`src/rtl/pipe_fetch_pkg.sv`:
```
// Shared types and constants for the instruction fetch stage.
// Latency: none (definitions only).
// Backpressure: n/a.
package pipe_fetch_pkg;

    typedef enum logic [1:0] {
        FETCH = 2'd0,
        WAIT  = 2'd1,
        FULL  = 2'd2,
        HALT  = 2'd3
    } fetch_state_t;

    localparam logic [31:0] NOP_INSTR        = 32'h0000_0000;
    localparam logic [31:0] DEF_RESET_VECTOR = 32'hBFC0_0000;
    localparam logic [31:0] DEF_HALT_ADDR    = 32'h0000_0000;

    function automatic logic [31:0] pc_inc(input logic [31:0] pc);
        return pc + 32'd4;
    endfunction

endpackage

```
`src/rtl/pipe_if_id_reg.sv`:
```
// IF/ID pipeline register: instruction, its PC and a real-instruction flag.
// Latency: one cycle from load/bubble to outputs.
// Backpressure: holds contents whenever neither load nor bubble is asserted.
module pipe_if_id_reg
    import pipe_fetch_pkg::*;
(
    input  logic        clk,
    input  logic        reset_n,
    input  logic        load,
    input  logic        bubble,
    input  logic [31:0] instr_dat,
    input  logic [31:0] pc_dat,
    output logic [31:0] id_instr,
    output logic [31:0] id_pc,
    output logic        id_fetched
);

    // A bubble keeps the old PC; only the instruction and the valid flag change.
    always_ff @(posedge clk or negedge reset_n) begin
        if (!reset_n) begin
            id_instr   <= NOP_INSTR;
            id_pc      <= 32'h0;
            id_fetched <= 1'b0;
        end else if (load) begin
            id_instr   <= instr_dat;
            id_pc      <= pc_dat;
            id_fetched <= 1'b1;
        end else if (bubble) begin
            id_instr   <= NOP_INSTR;
            id_fetched <= 1'b0;
        end
    end

endmodule

```
`src/rtl/pipe_fetch_stage.sv`:
```
// IF stage: owns the PC, reads instructions over the shared bus and feeds the IF/ID register.
// Latency: zero-wait read lands in IF/ID on the next edge; one instruction per cycle when unstalled.
// Backpressure: a word returned during a stall is parked in a one-entry buffer; no new read until it drains.
module pipe_fetch_stage
    import pipe_fetch_pkg::*;
#(
    parameter logic [31:0] RESET_VECTOR = DEF_RESET_VECTOR,
    parameter logic [31:0] HALT_ADDR    = DEF_HALT_ADDR
) (
    input  logic        clk,
    input  logic        reset_n,
    input  logic        PCWrite,
    input  logic        IF_ID_Write,
    input  logic        FetchMemSel,
    input  logic        waitrequest,
    input  logic [31:0] readdata,
    input  logic        branch_taken,
    input  logic [31:0] branch_target,
    output logic [31:0] fetch_address,
    output logic        fetch_read,
    output logic        fetch_busy,
    output logic [31:0] IF_ID_Instruction,
    output logic [31:0] IF_ID_PC,
    output logic        IF_ID_Fetched,
    output logic        active
);

    fetch_state_t state, state_nxt;
    logic [31:0]  pc;
    logic [31:0]  next_pc;
    logic [31:0]  buf_dat;
    logic [31:0]  pend_target;
    logic         pend_vld;
    logic         advance;
    logic         req_issue;
    logic         rd_done;
    logic         word_vld;
    logic [31:0]  word_dat;
    logic         pc_load;
    logic         buf_load;

    assign advance   = PCWrite & IF_ID_Write;
    assign req_issue = (state == FETCH) && (pc != HALT_ADDR) && FetchMemSel;

    // Gating with reset_n drops the request in the same cycle reset is asserted.
    assign fetch_read    = reset_n && (req_issue || (state == WAIT));
    assign fetch_busy    = fetch_read;
    assign fetch_address = pc;

    assign rd_done  = fetch_read && !waitrequest;
    assign word_vld = rd_done || (state == FULL);
    assign word_dat = (state == FULL) ? buf_dat : readdata;
    assign pc_load  = advance && word_vld;
    assign buf_load = rd_done && !advance;

    // The word at PC is always the one delivered, so a redirect takes effect
    // only after the delay slot leaves IF.
    assign next_pc = branch_taken ? branch_target :
                     pend_vld     ? pend_target   :
                                    pc_inc(pc);

    assign active = (state != HALT);

    always_comb begin
        state_nxt = state;
        case (state)
            FETCH: begin
                if (pc == HALT_ADDR) begin
                    state_nxt = HALT;
                end else if (FetchMemSel) begin
                    if (rd_done) begin
                        state_nxt = advance ? FETCH : FULL;
                    end else begin
                        state_nxt = WAIT;
                    end
                end
            end
            WAIT: begin
                if (rd_done) begin
                    state_nxt = advance ? FETCH : FULL;
                end
            end
            FULL: begin
                if (advance) begin
                    state_nxt = FETCH;
                end
            end
            HALT: begin
                state_nxt = HALT;
            end
            default: begin
                state_nxt = FETCH;
            end
        endcase
    end

    always_ff @(posedge clk or negedge reset_n) begin
        if (!reset_n) begin
            state <= FETCH;
        end else begin
            state <= state_nxt;
        end
    end

    always_ff @(posedge clk or negedge reset_n) begin
        if (!reset_n) begin
            pc <= RESET_VECTOR;
        end else if (pc_load) begin
            pc <= next_pc;
        end
    end

    always_ff @(posedge clk or negedge reset_n) begin
        if (!reset_n) begin
            buf_dat <= NOP_INSTR;
        end else if (buf_load) begin
            buf_dat <= readdata;
        end
    end

    // A redirect that arrives while the PC is frozen is remembered until the next PC update.
    always_ff @(posedge clk or negedge reset_n) begin
        if (!reset_n) begin
            pend_vld    <= 1'b0;
            pend_target <= 32'h0;
        end else if (pc_load) begin
            pend_vld    <= 1'b0;
        end else if (branch_taken) begin
            pend_vld    <= 1'b1;
            pend_target <= branch_target;
        end
    end

    pipe_if_id_reg u_if_id (
        .clk        (clk),
        .reset_n    (reset_n),
        .load       (pc_load),
        .bubble     (advance && !word_vld),
        .instr_dat  (word_dat),
        .pc_dat     (pc),
        .id_instr   (IF_ID_Instruction),
        .id_pc      (IF_ID_PC),
        .id_fetched (IF_ID_Fetched)
    );

endmodule
```
`config.mk`:
```
export PLATFORM = sky130hd
export DESIGN_NAME = pipe_fetch_stage
export DESIGN_NICKNAME = d
export VERILOG_FILES = /design/src/rtl/pipe_fetch_pkg.sv /design/src/rtl/pipe_if_id_reg.sv /design/src/rtl/pipe_fetch_stage.sv
export SDC_FILE = /design/constraint.sdc
export NUM_CORES = 1
export LEC_CHECK = 0
export ABC_CLOCK_PERIOD_IN_PS = 4900
export BUFFER_PORTS_ARGS = -buffer_cell sky130_fd_sc_hd__buf_2
export CAP_MARGIN = 25
export CORE_UTILIZATION = 59
export CTS_CLUSTER_DIAMETER = 30
export DETAILED_ROUTE_END_ITERATION = 6
export PLACE_DENSITY = 0.95
export SKIP_CTS_REPAIR_TIMING = 1
export SYNTH_ARGS = -nofsm -noshare
export SYNTH_HDL_FRONTEND = slang
export SYNTH_SLANG_ARGS = --single-unit
```
`constraint.sdc`:
```
create_clock -name clk -period 4.9 [get_ports clk]
set_input_delay 0.735 -clock clk [delete_from_list [all_inputs] [get_ports clk]]
set_output_delay 0.735 -clock clk [all_outputs]
set_load 0.02 [all_outputs]
```
==> summary.txt <==
Layout
  – Share of post-route cells with drive strength above 1: 32.4%
  – Final Net Count: 956
  – Layout area overhead: 19.2%
  – Final Util: 73.0%
  – Non-filler cells, final: 1,067
  – Post-route cell area: 9280 µm²
  – Fillers: 898

Worst setup path
  – CP Launch Type: flop
  – CP Data Required Time: 5.24 ns
  – CP Capture Type: flop
  – Crit-path max FO: 75
  – Worst r2r dst: fetch_address[9]
  – R2R cell count: 9
  – CP arrival: 3.58 ns
  – Worst setup startpoint: fetch_address[2]
  – Worst Setup EP: fetch_address[9]
  – Critical path class: reg2reg
  – FF-to-FF setup slack: 1.66 ns
  – R2r startpoint: fetch_address[2]

Timing
  – Tcrit/Tclk final: 66.1%
  – Final min period: 3.24 ns
  – Highest Clock Rate: 309 MHz
  – Endpoints failing hold: 0
  – Final hold slack: 0.204 ns
  – Worst-Margin Slew: 1.04 ns
  – Setup TNS: 0 ns
  – Slew HR: 30.5%
  – Skew final: 0.0103 ns
  – Unrepaired setup endpoints after global routing: false
  – Setup ws final: 1.66 ns
  – Final setup fails: 0
  – Max-slew violation count: 0

CTS
  – CTS Buffer Depth: 2
  – Clk root buf: clkbuf_16
  – Clock latency at the later pin of the worst-skew pair: 0.43 ns
  – Num CTS Buffers: 17
  – CTS tree: yes
  – # clock sinks: 164
  – Clock transition at path regs: 0.06 ns
  – CTS HTree Levels: 4

Routing
  – Vias post-DR: 6,387
  – Final WL: 19,800 µm
  – Residual DRC: 0
  – DRT antenna net count: 0
  – 1st-pass router iterations: 5
  – DRT iter0 DRCs: 721
  – Routed WL per cell: 18.5 µm
  – Post-DR vias/cell: 5.99

Synth
  – EDFF count, synth: 0
  – Ys Warns: 0
  – Gate Count Post-Synth: 742
  – Seq/Total Area, Yosys: 52.8%
  – Main flop type after synthesis: dfrtp_1
  – Asr flop ratio synth: 100%
  – Yosys reg bits: 164
  – Synth Area per Inst: 10.5 µm²
  – Post-Syn Area: 7790 µm²
  – Mapped Nets: 815
  – Yosys cell types: 61

Floorplan
  – Initial Util: 61.2%
  – Site row count: 41
  – Die area: 13,700 µm²
  – # IOs: 171
  – Die X: 117 µm
  – CORE AREA: 12,700 µm²
  – Die Span Y: 117 µm

GRT
  – GR Util All Layers: 30.0%
  – Vias in the first global route: 5,967
  – Global-route wire length before repair: 30,700 µm
  – Antenna violations before repair: 0
  – Largest net degree at the start of global routing: 76
  – Total grt overflow: 0

Run
  – MaxCap Viol Count: 0

Power
  – Power per cell area: 325 nW/µm²
  – Power Total: 3.02 mW
  – Worst VDD drop: 286 µV
  – LEAKAGE: 4.69 nW

Hold path
  – Worst hold path class: in2async

Placement
  – Port bufs: 170
  – Dpl cell area: 8660 µm²
  – Placed cells: 1,036
  – GPL Wtd Cong: 0.869
  – Place WS: 1.48 ns
  – DP HPWL: 13,100 µm

Outcome
  – Status: complete, no violations
placed cells by master (no fill, tap or decap), drive strengths merged, types with 4 or more instances in the layout:
| master | n |
|---|---|
| a22o | 8 |
| nand2 | 141 |
| a31oi | 6 |
| nand3 | 13 |
| nor4 | 10 |
| clkbuf | 19 |
| and2 | 5 |
| and3 | 7 |
| buf | 178 |
| o21ai | 88 |
| dfstp | 9 |
| and4 | 4 |
| mux2i | 33 |
| bufinv | 4 |
| inv | 15 |
| clkinv | 4 |
| mux2 | 64 |
| nand4 | 6 |
| a22oi | 8 |
| nor3 | 11 |
| o22ai | 5 |
| a21oi | 32 |
| nor2 | 27 |
| dfrtp | 155 |
synth_stat cells (9+ instances only):
master    number  area [µm²]
clkbuf_1      27         101
nand3_1       13        65.1
dfrtp_1      155        3880
nor3_1        10        50.1
nor2_1        26        97.6
a21oi_1       31         155
o21ai_0       80         400
mux2i_1       33         330
mux2_2        33         372
mux2_4        30         450
inv_1         12        45.0
nand2_1      140         526
buf_2         21         105
dfstp_2        9         236
worst min-delay path by stage:
stage,start,endpoint,slack [ns],cells past startpoint
3_3_place_gp,u_if_id.id_pc[8],u_if_id.id_pc[8],0.45,2
3_5_place_dp,u_if_id.id_pc[5],u_if_id.id_pc[5],0.46,2
4_1_cts,reset_n,u_if_id.id_pc[1],0.20,1
2_1_floorplan,reset_n,buf_dat[0],0.44,0
6_report,reset_n,pend_target[25],0.20,1
5_1_grt,reset_n,u_if_id.id_pc[23],0.23,1
where the power goes:
group,internal [mW],total [mW],switching (mW),leakage (nW)
logic,0.0930,0.195,0.102,2.24
registers,1.39,1.41,0.0251,2.15
clock network,0.866,1.41,0.543,0.300
state kept, by name (all words and copies together), names as in the netlist:
| name | cells |
|---|---|
| buf_dat | 32 |
| u_if_id.id_fetched | 1 |
| u_if_id.id_pc | 32 |
| fetch_address | 32 |
| pend_vld | 1 |
| pend_target | 32 |
| u_if_id.id_instr | 32 |
| state | 2 |
layer usage:
layer	routed length, µm	GRT usage (%)	share of wire (%)
met3	1460	6.59	7.4
met1	8140	40.5	41
met5	0	0	0
met4	708	15.9	3.6
met2	9450	45.7	48
final cells by class:
cell class | count | area (µm²) | area share, %
repair buffers | 178 | 917 | 9.88
well taps | 172 | 215 | 2.32
multi-input cells | 509 | 3360 | 36.2
flip-flops and latches | 164 | 4120 | 44.3
diodes | 1 | 2.50 | 0.0270
inverters | 13 | 48.8 | 0.526
clock buffers | 19 | 443 | 4.77
clock inverters | 11 | 176 | 1.90
kinds of logic after synthesis:
group,share of synthesized area [%]
simple gates,13.6
flops,52.8
buf+inv,4.29
xor+xnor,0.450
fa+ha+maj,0.321
compound gates,13.5
mux,14.9
worst max-delay path: stages (launching register included):
cell and delay (ns):
dfrtp_1 0.46, inv_1 0.12, ha_1 0.16, nor4b_1 0.28, nand4_1 0.28, nor2_2 0.27
o32a_4 0.55, buf_4 0.66, o21ai_0 0.23, o21ai_0 0.11
No activity file was read; power rests on OpenSTA's default activity.
